File: config.mk
export PLATFORM = sky130hd
export DESIGN_NAME = ntt_zeta_sched_flat
export DESIGN_NICKNAME = d
export VERILOG_FILES = /design/src/rtl/ntt_pkg.sv /design/src/rtl/ntt_zeta_sched_if.sv /design/src/rtl/ntt_zeta_sched_stage_cnt.sv /design/src/rtl/ntt_zeta_sched.sv /design/src/flat_wrapper.sv
export SDC_FILE = /design/constraint.sdc
export NUM_CORES = 1
export LEC_CHECK = 0
export ABC_AREA = 1
export ABC_CLOCK_PERIOD_IN_PS = 1700
export BUFFER_PORTS_ARGS = -buffer_cell sky130_fd_sc_hd__buf_2
export CAP_MARGIN = 15
export CELL_PAD_IN_SITES_DETAIL_PLACEMENT = 1
export CELL_PAD_IN_SITES_GLOBAL_PLACEMENT = 1
export CORE_MARGIN = 8
export CORE_UTILIZATION = 34
export CTS_CLUSTER_DIAMETER = 60
export DETAILED_ROUTE_END_ITERATION = 8
export PLACE_DENSITY_LB_ADDON = 0.3
export SETUP_SLACK_MARGIN = 0.3
export SLEW_MARGIN = 20
export SYNTH_ARGS = -nofsm -noshare
export SYNTH_HDL_FRONTEND = slang
export SYNTH_SLANG_ARGS = --single-unit
File: constraint.sdc
create_clock -name clk -period 1.7 [get_ports clk]
set_input_delay 0.17 -clock clk [delete_from_list [all_inputs] [get_ports clk]]
set_output_delay 0.17 -clock clk [all_outputs]
set_load 0.05 [all_outputs]
File: src/rtl/ntt_pkg.sv
// Shared NTT sizing constants and zeta-address helpers for the zeta ROM scheduler.
package ntt_pkg;

  localparam int NTT_STAGE_CNT = 8;
  localparam int ZETA_CYCLES   = 1 << (NTT_STAGE_CNT - 2);

  typedef logic [NTT_STAGE_CNT-2:0] zeta_addr_t;
  typedef logic [NTT_STAGE_CNT-3:0] zeta_cnt_t;

  // Stage 0 falls out as 0: the shift clears every bit and the mirror mask is 0.
  function automatic zeta_addr_t zeta_addr(input zeta_cnt_t cnt, input logic lane,
                                           input int stage, input logic inv);
    zeta_addr_t fwd;
    zeta_addr_t mask;
    fwd  = zeta_addr_t'({cnt, lane}) >> (NTT_STAGE_CNT - 1 - stage);
    mask = zeta_addr_t'((32'd1 << stage) - 32'd1);
    return inv ? (mask - fwd) : fwd;
  endfunction

endpackage

File: src/rtl/ntt_zeta_sched_if.sv
// Control/ROM-side bus of the zeta scheduler; `inverse` exists only with ZETA_SCHED_INTT_EN.
interface ntt_zeta_sched_if;
  import ntt_pkg::*;

  logic start;
  logic ready;
`ifdef ZETA_SCHED_INTT_EN
  logic inverse;
`endif
  zeta_addr_t [1:0][NTT_STAGE_CNT-1:0] rom_addr;
  logic [NTT_STAGE_CNT-1:0]             stage_valid;
  logic                                 done;

`ifdef ZETA_SCHED_INTT_EN
  modport master (output start, output inverse, input ready, input rom_addr, input stage_valid, input done);
  modport slave  (input start, input inverse, output ready, output rom_addr, output stage_valid, output done);
`else
  modport master (output start, input ready, input rom_addr, input stage_valid, input done);
  modport slave  (input start, output ready, output rom_addr, output stage_valid, output done);
`endif

endinterface

File: src/rtl/ntt_zeta_sched_stage_cnt.sv
// Per-stage butterfly counter: runs ZETA_CYCLES cycles per token and emits registered zeta addresses.
// Inverse-flag storage exists only with ZETA_SCHED_INTT_EN.
module zeta_stage_cnt
  import ntt_pkg::*;
#(
  parameter int STAGE = 0
) (
  input  logic       clk,
  input  logic       rst_n,
  input  logic       tok,
`ifdef ZETA_SCHED_INTT_EN
  input  logic       inv,
`endif
  output logic       valid,
  output zeta_addr_t addr0,
  output zeta_addr_t addr1,
  output logic       last,
  output logic       free
);

  localparam zeta_cnt_t CNT_LAST = zeta_cnt_t'(ZETA_CYCLES - 1);

  zeta_cnt_t cnt_r;
  zeta_cnt_t cnt_nxt_s;
  logic      act_nxt_s;
  logic      inv_nxt_s;

`ifdef ZETA_SCHED_INTT_EN
  logic inv_r;

  // direction flag is latched together with each token
  always_ff @(posedge clk or negedge rst_n) begin
    if (!rst_n) begin
      inv_r <= 1'b0;
    end else begin
      inv_r <= inv_nxt_s;
    end
  end

  assign inv_nxt_s = tok ? inv : inv_r;
`else
  assign inv_nxt_s = 1'b0;
`endif

  // a token restarts the count even on the last cycle, giving bubble-free back-to-back runs
  always_comb begin
    act_nxt_s = valid;
    cnt_nxt_s = cnt_r;
    if (tok) begin
      act_nxt_s = 1'b1;
      cnt_nxt_s = '0;
    end else if (valid) begin
      if (cnt_r == CNT_LAST) begin
        act_nxt_s = 1'b0;
        cnt_nxt_s = '0;
      end else begin
        cnt_nxt_s = cnt_r + 1'b1;
      end
    end else begin
      act_nxt_s = 1'b0;
      cnt_nxt_s = '0;
    end
  end

  // outputs are registered from the next-state values so they line up with the count
  always_ff @(posedge clk or negedge rst_n) begin
    if (!rst_n) begin
      valid <= 1'b0;
      cnt_r <= '0;
      addr0 <= '0;
      addr1 <= '0;
      last  <= 1'b0;
      free  <= 1'b1;
    end else begin
      valid <= act_nxt_s;
      cnt_r <= cnt_nxt_s;
      addr0 <= act_nxt_s ? zeta_addr(cnt_nxt_s, 1'b0, STAGE, inv_nxt_s) : '0;
      addr1 <= act_nxt_s ? zeta_addr(cnt_nxt_s, 1'b1, STAGE, inv_nxt_s) : '0;
      last  <= act_nxt_s && (cnt_nxt_s == CNT_LAST);
      free  <= !act_nxt_s || (cnt_nxt_s == CNT_LAST);
    end
  end

endmodule

File: src/rtl/ntt_zeta_sched.sv
// Zeta ROM address scheduler: token delay line, per-stage counters, ready and done.
// Optional inverse (mirrored) addressing with ZETA_SCHED_INTT_EN.
module ntt_zeta_sched
  import ntt_pkg::*;
#(
  parameter int STAGE_LAT = 4
) (
  input logic              clk,
  input logic              rst_n,
  ntt_zeta_sched_if.slave  bus
);

  localparam int DLY = (NTT_STAGE_CNT - 1) * STAGE_LAT;

  logic                     tok0_s;
  logic [DLY-1:0]           tok_sr_r;
  logic [NTT_STAGE_CNT-1:0] tok_s;
  logic [NTT_STAGE_CNT-1:0] valid_s;
  logic [NTT_STAGE_CNT-1:0] last_s;
  logic [NTT_STAGE_CNT-1:0] free_s;
  zeta_addr_t               addr0_s [NTT_STAGE_CNT];
  zeta_addr_t               addr1_s [NTT_STAGE_CNT];
  logic                     done_r;
  logic                     unused_s;

  assign tok0_s = bus.start && bus.ready;

  // launch tokens; bit k is the accepted start delayed k+1 cycles
  always_ff @(posedge clk or negedge rst_n) begin
    if (!rst_n) begin
      tok_sr_r <= '0;
    end else begin
      tok_sr_r <= {tok_sr_r[DLY-2:0], tok0_s};
    end
  end

`ifdef ZETA_SCHED_INTT_EN
  logic [DLY-1:0]           inv_sr_r;
  logic [NTT_STAGE_CNT-1:0] inv_s;

  // inverse flag rides alongside the token line
  always_ff @(posedge clk or negedge rst_n) begin
    if (!rst_n) begin
      inv_sr_r <= '0;
    end else begin
      inv_sr_r <= {inv_sr_r[DLY-2:0], bus.inverse};
    end
  end
`endif

  for (genvar s = 0; s < NTT_STAGE_CNT; s++) begin : g_stage
    if (s == 0) begin : g_first
      assign tok_s[s] = tok0_s;
`ifdef ZETA_SCHED_INTT_EN
      assign inv_s[s] = bus.inverse;
`endif
    end else begin : g_later
      assign tok_s[s] = tok_sr_r[s*STAGE_LAT-1];
`ifdef ZETA_SCHED_INTT_EN
      assign inv_s[s] = inv_sr_r[s*STAGE_LAT-1];
`endif
    end

    zeta_stage_cnt #(.STAGE(s)) u_stage (
      .clk   (clk),
      .rst_n (rst_n),
      .tok   (tok_s[s]),
`ifdef ZETA_SCHED_INTT_EN
      .inv   (inv_s[s]),
`endif
      .valid (valid_s[s]),
      .addr0 (addr0_s[s]),
      .addr1 (addr1_s[s]),
      .last  (last_s[s]),
      .free  (free_s[s])
    );
  end

  // done follows the final stage's last address cycle
  always_ff @(posedge clk or negedge rst_n) begin
    if (!rst_n) begin
      done_r <= 1'b0;
    end else begin
      done_r <= last_s[NTT_STAGE_CNT-1];
    end
  end

  // gather per-stage address registers onto the lane x stage bus
  always_comb begin
    bus.rom_addr = '0;
    for (int s = 0; s < NTT_STAGE_CNT; s++) begin
      bus.rom_addr[0][s] = addr0_s[s];
      bus.rom_addr[1][s] = addr1_s[s];
    end
  end

  assign bus.stage_valid = valid_s;
  assign bus.ready       = free_s[0];
  assign bus.done        = done_r;
  assign unused_s        = ^{last_s[NTT_STAGE_CNT-2:0], free_s[NTT_STAGE_CNT-1:1]};

endmodule

File: src/flat_wrapper.sv
// flat-port wrapper written by rule: the top's interface ports become plain ports
module ntt_zeta_sched_flat import ntt_pkg::*;
#(
  parameter int STAGE_LAT = 4
)
  (clk, rst_n, bus_start, bus_ready, bus_rom_addr, bus_stage_valid, bus_done);
  ntt_zeta_sched_if bus_i ();
  input logic clk;
  input logic rst_n;
  input wire logic [$bits(bus_i.start)-1:0] bus_start;
  output wire logic [$bits(bus_i.ready)-1:0] bus_ready;
  output wire logic [$bits(bus_i.rom_addr)-1:0] bus_rom_addr;
  output wire logic [$bits(bus_i.stage_valid)-1:0] bus_stage_valid;
  output wire logic [$bits(bus_i.done)-1:0] bus_done;
  assign bus_i.start = bus_start;
  assign bus_ready = bus_i.ready;
  assign bus_rom_addr = bus_i.rom_addr;
  assign bus_stage_valid = bus_i.stage_valid;
  assign bus_done = bus_i.done;
  ntt_zeta_sched #(.STAGE_LAT(STAGE_LAT)) u_core (.clk(clk), .rst_n(rst_n), .bus(bus_i));
endmodule
==> results.py, run 1 <==
metrics = {
    "final_layout": {
        "nFillCells": 1571,
        "syn_to_final_growth_pct": 18.3,
        "drive_above_1_share": 0.257,
        "stdcell_count": 709,
        "antenna_cells": 0,
        "final_nets": 529,
    },
    "worst_setup_path": {
        "worst-path-buf-inv": 1,
        "max_stage_delay_ps": 460,
        "cp_max_fo": 5,
        "crit_slowest_cell": "dfrtp_1",
        "end_kind": "output pin",
        "crit_path_start": "u_core.g_stage[3].u_stage.valid",
        "crit_required_ps": 1530,
        "cp_data_arrival_time_ps": 1190,
        "cp-start-kind": "register",
        "path_class": "reg -> out",
        "path_cells": "buf_2",
        "r2r-start": "u_core.g_stage[0].u_stage.cnt_r[1]",
        "cp_top_family": "flip-flops",
    },
    "drt": {
        "drc": 0,
        "wl_per_cell_um": 13.2,
        "final_antenna_net_count": 0,
        "wl_um": 9370,
        "dr.pass1.iters": 4,
        "drt_iter0_drc": 121,
        "vias_per_cell": 4.18,
        "vias": 2964,
    },
    "clocking": {
        "cts_buffers": 17,
        "insertion_delay_ps": 410,
        "cts_tree": "yes",
        "clkSinkCount": 114,
        "clk_path_buf_depth": 2,
        "htreeDepth": 4,
        "clkTransAtPathRegs_ps": 50,
        "cts_root_buffer": "clkbuf_16",
    },
    "synth": {
        "synth-seq-cells": 114,
        "synth_top_area_share": 0.591,
        "syn_inst": 458,
        "async_flop_share": 1.00,
        "syn_area_mm2": 0.00478,
        "yosysUniqueCellTypes": 23,
        "synth-xor-area-share": 0.0311,
        "yosysTopAreaCell": "dfrtp_1",
        "synthMuxAreaShare": 0,
        "synthAdderAreaFrac": 0.0209,
        "synthSimpleGateAreaFrac": 0.156,
        "ys_seq_area_frac": 0.597,
        "synth_top_family_by_area": "buffers and inverters",
        "synth_edf_count": 0,
        "syn_area_per_cell_um2": 10.4,
        "synth_area_leaders": "dfrtp_1 (59%), buf_4 (15%), nor2_1 (5.5%)",
        "synth_ff_type": "dfrtp_1",
        "yosysWarningCount": 0,
        "synth_compound_area_frac": 0.0199,
    },
    "global_route": {
        "antenna_found_initial": 0,
        "grt_max_degree": 50,
        "grt_usage": 0.107,
        "grt_pass1_vias": 3271,
        "grt_overflow": 0,
        "grt_pass1_wl_um": 15300,
    },
    "pwr": {
        "power_density_mw_per_mm2": 1140,
        "p_total_mw": 6.44,
        "leakagePower_nw": 3.01,
        "peakVddDrop_v": 0.000764,
    },
    "floorplanning": {
        "die_area_mm2": 0.0181,
        "pin_count": 125,
        "initial_core_util": 0.346,
        "die_height_um": 135,
        "core_mm2": 0.0138,
        "rows": 43,
        "dieWidth_um": 135,
    },
    "min_path": {
        "holdCritStartpoint": "bus_start",
        "hold_class": "in -> reg",
    },
    "sta": {
        "fmax_ghz": 0.734,
        "holdWs_ps": 139,
        "skew_ps": 10.5,
        "rsz0062_at_grt": "true",
        "maxSlewViolCount": 0,
        "setup_viol": 0,
        "final-hold-violation-count": 0,
        "fin_ws_ps": 338,
        "fin_crit_ps": 1360,
        "period_share": 0.801,
        "tns_ps": 0,
    },
    "place": {
        "dp.cells": 670,
        "io_buffers": 67,
        "dp_slack_ps": 235,
        "dp_hpwl_um": 6680,
        "gp_congestion": 0.783,
    },
    "flow_run": {
        "maxCapViolCount": 0,
    },
    "status": {
        "outcome": "completed",
    },
}
[power by group]
part | switching, mW | leakage (nW) | internal (mW)
Combinational | 0.330 | 1.17 | 0.0133
Sequential | 0 | 1.56 | 2.72
Clock | 1.18 | 0.274 | 2.20
Total | 1.51 | 3.01 | 4.93
[path summary, 6_finish.rpt]
| path | end | slack, ps | cells past startpoint |
|---|---|---|---|
| worst max-delay path | bus_stage_valid[3] | 340 | 1 |
| worst min-delay path | u_core.tok_sr_r[0] | 140 | 3 |
| worst max register to register | u_core.g_stage[0].u_stage.free | 360 | 8 |
| worst min register to register | u_core.tok_sr_r[3] | 350 | 0 |
| max in group asynchronous | u_core.g_stage[0].u_stage.free | 910 | 3 |
| min in group asynchronous | u_core.g_stage[7].u_stage.addr1[3] | 190 | 2 |
[registers in the layout, indices dropped and copies added, names as in the netlist]
| name | flops |
|---|---|
| u_core.g_stage.u_stage.cnt_r | 48 |
| u_core.tok_sr_r | 28 |
| u_core.g_stage.u_stage.addr1 | 25 |
| u_core.g_stage.u_stage.valid | 7 |
| u_core.g_stage.u_stage.addr0 | 3 |
| u_core.bus.done | 1 |
| u_core.g_stage.u_stage.free | 1 |
| u_core.g_stage.u_stage.last | 1 |
[cell families after synthesis]
group | count (synthesis)
buffers and inverters | 129
AOI/OAI and AO/OA | 17
and+or+nand+nor | 172
xor gates and xnor gates | 17
other | 1
adders and majority gates | 8
DFF | 114
[Yosys cell counts, types with 2 or more instances]
library cell / number
nand4_1: 5
a21o_1: 2
o21bai_1: 2
nor3b_1: 6
nor2_2: 2
nand3_1: 24
nor3_1: 8
nor2_1: 70
dfrtp_1: 113
xor2_1: 11
inv_1: 36
ha_1: 8
xnor2_1: 6
o21ai_0: 4
nand3b_1: 4
a21oi_1: 8
buf_4: 93
nand2_1: 51
[through the flow]
| stage | util | cell area [um2] |
|---|---|---|
| floorplan | - | 4990 |
| global placement | 0.354 | 4900 |
| CTS | 0.398 | 5510 |
| finish | 0.409 | 5660 |
| global route | 0.409 | 5660 |
| detailed placement | 0.354 | 4900 |
[timing repair]
item,4_1_cts,5_1_grt
hold endpoints to repair,113,0
pin swaps,0,11
hold buffers,1,0
gates resized for setup,6,26
buffers inserted,2,6
setup endpoints to repair,11,31
[layout by cell type, fill, tap and decap left out, drive strengths merged]
cell         count
clkinv           5
dlygate4sd3      1
nor4             1
conb            57
o21bai           2
inv             36
nand4            5
buf             76
xnor2            6
clkbuf          21
clkinvlp         3
o21ai            5
nand3b           4
a21o             2
a21oi            8
nor2            72
nand2           51
nand3           24
ha               8
nor3             8
or2              1
nor3b            6
xor2            11
bufinv           2
dfstp            1
dfrtp          113
[per-layer routing]
layer / vias up / global-route usage / part of all wire
met1: 1459 / 0.107 / 0.38
li1: 1413 / - / -
met3: 15 / 0.0483 / 0.069
met5: - / 0 / 0
met2: 77 / 0.185 / 0.53
met4: 0 / 0.0561 / 0.020
[area by class of cell]
cell class	instances	area, um2	area share
clock buffer	20	457	0.0807
timing repair buffer	78	450	0.0796
tap	180	225	0.0398
inverter	36	135	0.0239
multi-input combinational	271	1420	0.252
sequential	114	2860	0.505
clock inverter	10	111	0.0197
(Power assumes the default switching activity.)
==> run 2: changes to the inputs <==
--- a/config.mk
+++ b/config.mk
@@ -6,7 +6,7 @@
 export NUM_CORES = 1
 export LEC_CHECK = 0
 export ABC_AREA = 1
-export ABC_CLOCK_PERIOD_IN_PS = 1700
+export ABC_CLOCK_PERIOD_IN_PS = 1300
 export BUFFER_PORTS_ARGS = -buffer_cell sky130_fd_sc_hd__buf_2
 export CAP_MARGIN = 15
 export CELL_PAD_IN_SITES_DETAIL_PLACEMENT = 1
==> constraint.sdc (replaced) <==
create_clock -name clk -period 1.3 [get_ports clk]
set_input_delay 0.13 -clock clk [delete_from_list [all_inputs] [get_ports clk]]
set_output_delay 0.13 -clock clk [all_outputs]
set_load 0.05 [all_outputs]
==> run 2 against run 1 <==
The run now ends with negative setup slack left. Clock power up 29%. Setup slack worse by 340 ps. Utilization up 13 points. Largest cell class unchanged.
==> results.py, run 2 (synthesis gave the netlist of run 1 again) <==
metrics = {
    "floorplanning": {
        "core_mm2": 0.0138,
        "rows": 43,
        "die_height_um": 135,
        "die_area_mm2": 0.0181,
        "dieWidth_um": 135,
        "initial_core_util": 0.346,
        "pin_count": 125,
    },
    "clocking": {
        "clk_path_buf_depth": 2,
        "cts_buffers": 17,
        "htreeDepth": 4,
        "cts_tree": "yes",
        "clkSinkCount": 114,
        "insertion_delay_ps": 410,
        "cts_root_buffer": "clkbuf_16",
        "clkTransAtPathRegs_ps": 50,
    },
    "final_layout": {
        "largest-register": "u_core.g_stage.u_stage.cnt_r",
        "largest_reg_flops": 48,
        "nFillCells": 1377,
        "postLayoutCoreUtil": 0.542,
        "syn_to_final_growth_pct": 56.9,
        "final_nets": 580,
        "largestRegisters": "u_core.g_stage.u_stage.cnt_r (48), u_core.tok_sr_r (28), u_core.g_stage.u_stage.addr1 (25)",
        "final_cell_mix": "dfrtp_1 (77), buf_8 (60), conb_1 (57)",
        "layout_commonest_cell": "dfrtp_1",
        "fin_area_mm2": 0.00750,
        "antenna_cells": 0,
        "drive_above_1_share": 0.577,
    },
    "global_route": {
        "grt_max_degree": 39,
        "grt_pass1_vias": 3656,
        "grt_pass1_wl_um": 18000,
        "grt_overflow": 0,
        "antenna_found_initial": 0,
        "grt_usage": 0.126,
    },
    "sta": {
        "fin_crit_ps": 1300,
        "rsz0062_at_grt": "true",
        "skew_ps": 5.08,
        "period_share": 1.00,
        "holdWs_ps": 7.13,
        "fin_ws_ps": -4.81,
        "fmax_ghz": 0.766,
        "maxSlewViolCount": 0,
        "setup_viol": 1,
        "final-hold-violation-count": 0,
    },
    "min_path": {
        "min_path_cells": 3,
        "hold_class": "in -> reg",
    },
    "place": {
        "dpl_cell_area_mm2": 0.00516,
        "gp_congestion": 0.787,
        "dp_hpwl_um": 6900,
        "io_buffers": 67,
    },
    "worst_setup_path": {
        "worst-r2r-cell-count": 8,
        "cp-start-kind": "register",
        "critical_path.endpoint": "u_core.g_stage[0].u_stage.free",
        "rr_endpoint": "u_core.g_stage[0].u_stage.free",
        "end_kind": "register",
        "cp_max_fo": 3,
        "cp_data_arrival_time_ps": 1660,
        "crit_path_start": "u_core.g_stage[0].u_stage.cnt_r[1]",
        "path_class": "reg -> reg",
        "ff2ff_setup_slack_ps": -5,
        "crit_required_ps": 1650,
        "r2r-start": "u_core.g_stage[0].u_stage.cnt_r[1]",
    },
    "drt": {
        "drt_iter0_drc": 111,
        "wl_um": 11700,
        "drc": 0,
        "final_antenna_net_count": 0,
        "vias_per_cell": 4.28,
        "wl_per_cell_um": 15.3,
        "dr.pass1.iters": 4,
        "vias": 3262,
    },
    "pwr": {
        "peakVddDrop_v": 0.000886,
        "power_density_mw_per_mm2": 1120,
        "leakagePower_nw": 3.39,
    },
    "status": {
        "violations": "negative setup slack",
        "outcome": "complete, but fails checks",
    },
    "flow_run": {
        "maxCapViolCount": 0,
    },
}
run 2: where the power goes:
group	internal, mW	total (mW)	switching [mW]
clock network	2.82	4.35	1.53
registers	3.55	3.55	0
logic	0.0235	0.462	0.438
total	6.39	8.37	1.97
run 2: cell type report:
cell class              instances  area, um2  area share
flip-flops and latches        114       2900       0.387
multi-input cells             271       2120       0.283
repair buffers                129       1560       0.208
clock buffers                  27        503      0.0671
well taps                     180        225      0.0300
inverters                      36        141      0.0189
clock inverters                 5       52.6     0.00701
run 2: metrics by stage:
step	setup slack, ps	setup TNS (ps)	cells	power (mW)
6_report	-4.81	-4.81	762	8.37
3_5_place_dp	-15.8	-17.8	678	4.07
4_1_cts	2.34	0	745	8.48
5_1_grt	-101	-463	762	8.69
3_3_place_gp	50.0	0	678	4.07
2_1_floorplan	94.1	0	514	4.10
run 2: worst min path at each step:
| stage | startpoint | to | slack (ps) |
|---|---|---|---|
| CTS | bus_start | u_core.tok_sr_r[0] | -20 |
| floorplan | rst_n | u_core.bus.done | -170 |
| global route | bus_start | u_core.g_stage[0].u_stage.valid | 10 |
| detailed placement | rst_n | u_core.g_stage[6].u_stage.addr1[3] | 50 |
| global placement | rst_n | u_core.g_stage[6].u_stage.cnt_r[1] | 40 |
| finish | bus_start | u_core.tok_sr_r[0] | 7 |
run 2: critical path, cell delays in order (launching register included):
cell and delay [ps]:
dfrtp_1 400, ha_4 180, nand3_4 90, nor2_2 40, nor2_2 120, nand2_1 80, nor2_2 150, nand3_1 100
nand2_1 80
run 2: metal layers:
layer | up-vias | GRT usage | routed length (um)
met3 | 15 | 0.0431 | 536
met4 | 0 | 0.0593 | 204
met5 | - | 0 | 0
li1 | 1511 | - | -
met2 | 77 | 0.230 | 6790
met1 | 1659 | 0.127 | 4160
run 2: timing repair:
| item | 4_1_cts | 5_1_grt |
|---|---|---|
| endpoints found under the setup margin | 141 | 147 |
| pin swaps | 27 | 40 |
| gates resized for setup | 213 | 160 |
| endpoints found under the hold margin | 114 | 0 |
| hold buffers | 1 | 0 |
| buffers inserted | 34 | 17 |
==> run 3: changes to the inputs <==
--- a/config.mk
+++ b/config.mk
@@ -5,9 +5,9 @@
 export SDC_FILE = /design/constraint.sdc
 export NUM_CORES = 1
 export LEC_CHECK = 0
-export ABC_AREA = 1
+export ABC_AREA = 0
 export ABC_CLOCK_PERIOD_IN_PS = 1300
-export BUFFER_PORTS_ARGS = -buffer_cell sky130_fd_sc_hd__buf_2
+export BUFFER_PORTS_ARGS = -buffer_cell sky130_fd_sc_hd__clkbuf_2
 export CAP_MARGIN = 15
 export CELL_PAD_IN_SITES_DETAIL_PLACEMENT = 1
 export CELL_PAD_IN_SITES_GLOBAL_PLACEMENT = 1
==> run 3 against run 2 <==
Non-clock buffer count rose by 15. Maximum frequency shrank 15%. The run still ends with negative setup slack left. Sequential share of layout area shrank 3.3 points. Setup slack lost 220 ps. First-iteration DRC count is 3.6% higher. Via count down 1.8%. Largest cell class unchanged. Clock skew grew 1.0 ps. Utilization is 5.5 points higher. Flip-flop and latch count did not move.
==> results.py, run 3 <==
metrics = {
    "status": {
        "outcome": "complete, but fails checks",
        "violations": "negative setup slack",
    },
    "drt": {
        "drt-met1-wl_um": 4470,
        "drc": 0,
        "wl_met2_um": 7670,
        "vias": 3203,
        "dr_wl_met3_um": 686,
        "dr.pass1.iters": 4,
        "wl_um": 13000,
        "final_antenna_net_count": 0,
        "drt_iter0_drc": 115,
        "top_layer": "met4",
        "vias_per_cell": 4.35,
        "wl_per_cell_um": 17.7,
    },
    "flow_run": {
        "maxCapViolCount": 0,
    },
    "final_layout": {
        "antenna_cells": 0,
        "nFillCells": 1284,
        "layout_commonest_cell": "clkbuf_16",
        "postLayoutCoreUtil": 0.597,
        "syn_to_final_growth_pct": 73.0,
        "largestRegisters": "u_core.g_stage.u_stage.cnt_r (48), u_core.tok_sr_r (28), u_core.g_stage.u_stage.addr1 (25)",
        "fin_area_mm2": 0.00822,
        "largest-register": "u_core.g_stage.u_stage.cnt_r",
        "final_cell_mix": "clkbuf_16 (74), dfrtp_1 (70), conb_1 (57)",
        "drive_above_1_share": 0.589,
        "final_nets": 555,
        "largest_reg_flops": 48,
    },
    "synth": {
        "ys_seq_area_frac": 0.601,
        "synth_top_area_share": 0.595,
        "yosysMostFrequentCell": "dfrtp_1",
        "yosysWarningCount": 0,
        "synth_area_leaders": "dfrtp_1 (60%), buf_4 (15%), nor2_1 (4.1%)",
        "syn_inst": 419,
        "synth-seq-cells": 114,
        "ys_top_cells_by_count": "dfrtp_1 (113), buf_4 (93), nor2_1 (52), nand3_1 (25), nand2_1 (21)",
        "yosysUniqueCellTypes": 29,
        "synth_edf_count": 0,
        "async_flop_share": 1.00,
        "synth_ff_type": "dfrtp_1",
        "syn_area_per_cell_um2": 11.3,
        "syn_area_mm2": 0.00475,
        "yosysTopAreaCell": "dfrtp_1",
    },
    "place": {
        "io_buffers": 67,
        "dpl_cell_area_mm2": 0.00515,
        "dp_hpwl_um": 6640,
        "gp_congestion": 0.764,
    },
    "worst_setup_path": {
        "cp_max_fo": 3,
        "cp_data_arrival_time_ps": 1840,
        "ff2ff_setup_slack_ps": -230,
        "rr_endpoint": "u_core.g_stage[7].u_stage.last",
        "worst-r2r-cell-count": 4,
        "r2r-start": "u_core.g_stage[7].u_stage.cnt_r[0]",
        "crit_required_ps": 1610,
        "crit_slowest_cell": "dfrtp_1",
        "max_stage_delay_ps": 420,
        "worst-path-buf-inv": 0,
        "end_kind": "register",
        "cp_top_family": "simple AND/OR/NAND/NOR gates",
        "cp-start-kind": "register",
        "path_cells": "ha_4 > nand3b_1 > or3_4 > a2111oi_4",
        "path_class": "reg -> reg",
    },
    "clocking": {
        "cts_buffers": 17,
        "clkTransAtPathRegs_ps": 50,
        "clkSinkCount": 114,
        "cts_tree": "yes",
        "cts_root_buffer": "clkbuf_16",
        "htreeDepth": 4,
        "insertion_delay_ps": 420,
        "clk_path_buf_depth": 2,
    },
    "floorplanning": {
        "dieWidth_um": 134,
        "rows": 43,
        "initial_core_util": 0.345,
        "die_area_mm2": 0.0180,
        "pin_count": 125,
        "die_height_um": 134,
        "core_mm2": 0.0138,
    },
    "pwr": {
        "peakVddDrop_v": 0.00111,
        "power_density_mw_per_mm2": 1020,
        "leakagePower_nw": 3.51,
        "p_total_mw": 8.37,
    },
    "global_route": {
        "grt_pass1_wl_um": 19900,
        "grt_pass1_vias": 3756,
        "grt_usage": 0.143,
        "antenna_found_initial": 0,
        "grt_overflow": 0,
        "grt_max_degree": 48,
    },
    "sta": {
        "fin_ws_ps": -227,
        "fin_crit_ps": 1530,
        "final-hold-violation-count": 0,
        "period_share": 1.17,
        "fmax_ghz": 0.655,
        "maxSlewViolCount": 0,
        "skew_ps": 6.12,
        "rsz0062_at_grt": "true",
        "setup_viol": 10,
    },
    "min_path": {
        "hold_class": "in -> async",
    },
}
==> run 3: cell count changes after synthesis, moves of 9 or more <==
cell     delta
inv_1      -31
nand2_1    -30
nor2_1     -18
o21ai_0    +11
a21oi_1     +9
or3_1       +9
==> run 3: routing by layer <==
layer | track usage | vias to the layer above
li1 | - | 1463
met1 | 0.136 | 1647
met2 | 0.263 | 76
met3 | 0.0583 | 17
met4 | 0.0593 | 0
met5 | 0 | -
==> run 3: logic make-up (layout without fill, tap and decap cells) <==
logic type,after synthesis,count (layout),synth area share
simple gates,130,130,0.128
flops,114,114,0.601
buf+inv,99,181,0.153
compound gates,43,43,0.0516
xor+xnor,24,24,0.0442
fa+ha+maj,8,8,0.0211
other cells,1,57,0.000789
==> run 3: cell type report <==
| cell class | count | area, um2 | area share |
|---|---|---|---|
| Tap cell | 180 | 225 | 0.0274 |
| Inverter | 5 | 18.8 | 0.00228 |
| Clock buffer | 22 | 474 | 0.0577 |
| Timing Repair Buffer | 144 | 2290 | 0.278 |
| Multi-Input combinational cell | 262 | 2220 | 0.271 |
| Clock inverter | 10 | 83.8 | 0.0102 |
| Sequential cell | 114 | 2910 | 0.354 |
==> run 3: repair_timing <==
action | 4_1_cts | 5_1_grt
resized for setup | 273 | 104
setup endpoints to repair | 136 | 145
pin swaps | 56 | 59
hold buffers | 2 | 0
buffers inserted | 37 | 23
hold endpoints to repair | 116 | 0
==> run 3: how the worst max path moves through the flow <==
stage / depth (start not counted) / startpoint / to
after floorplan: 4 / u_core.g_stage[7].u_stage.cnt_r[0] / u_core.g_stage[7].u_stage.last
after global placement: 4 / u_core.g_stage[7].u_stage.cnt_r[0] / u_core.g_stage[7].u_stage.last
after detailed placement: 4 / u_core.g_stage[7].u_stage.cnt_r[0] / u_core.g_stage[7].u_stage.last
after CTS: 4 / u_core.g_stage[7].u_stage.cnt_r[0] / u_core.g_stage[7].u_stage.last
after global routing: 4 / u_core.g_stage[7].u_stage.cnt_r[0] / u_core.g_stage[7].u_stage.last
final: 4 / u_core.g_stage[7].u_stage.cnt_r[0] / u_core.g_stage[7].u_stage.last
==> run 3: worst reg2reg max path: stages (launching register included) <==
cell       delay (ps)
dfrtp_1           420
ha_4              290
nand3b_1          120
or3_4             400
a2111oi_4         190
==> run 3: stage by stage <==
step                hold WS [ps]  setup TNS, ps  instances  setup slack (ps)
floorplan                   -166          -92.1        475             -92.1
global placement            53.4           -103        643              -103
detailed placement          54.0           -171        643              -171
CTS                          156           -192        714              -192
global route                 182          -1250        737              -287
finish                       165           -382        737              -227
==> run 3: power by group <==
group / switching [mW] / internal [mW]
clock: 1.61 / 2.75
combinational: 0.437 / 0.0194
sequential: 0 / 3.55
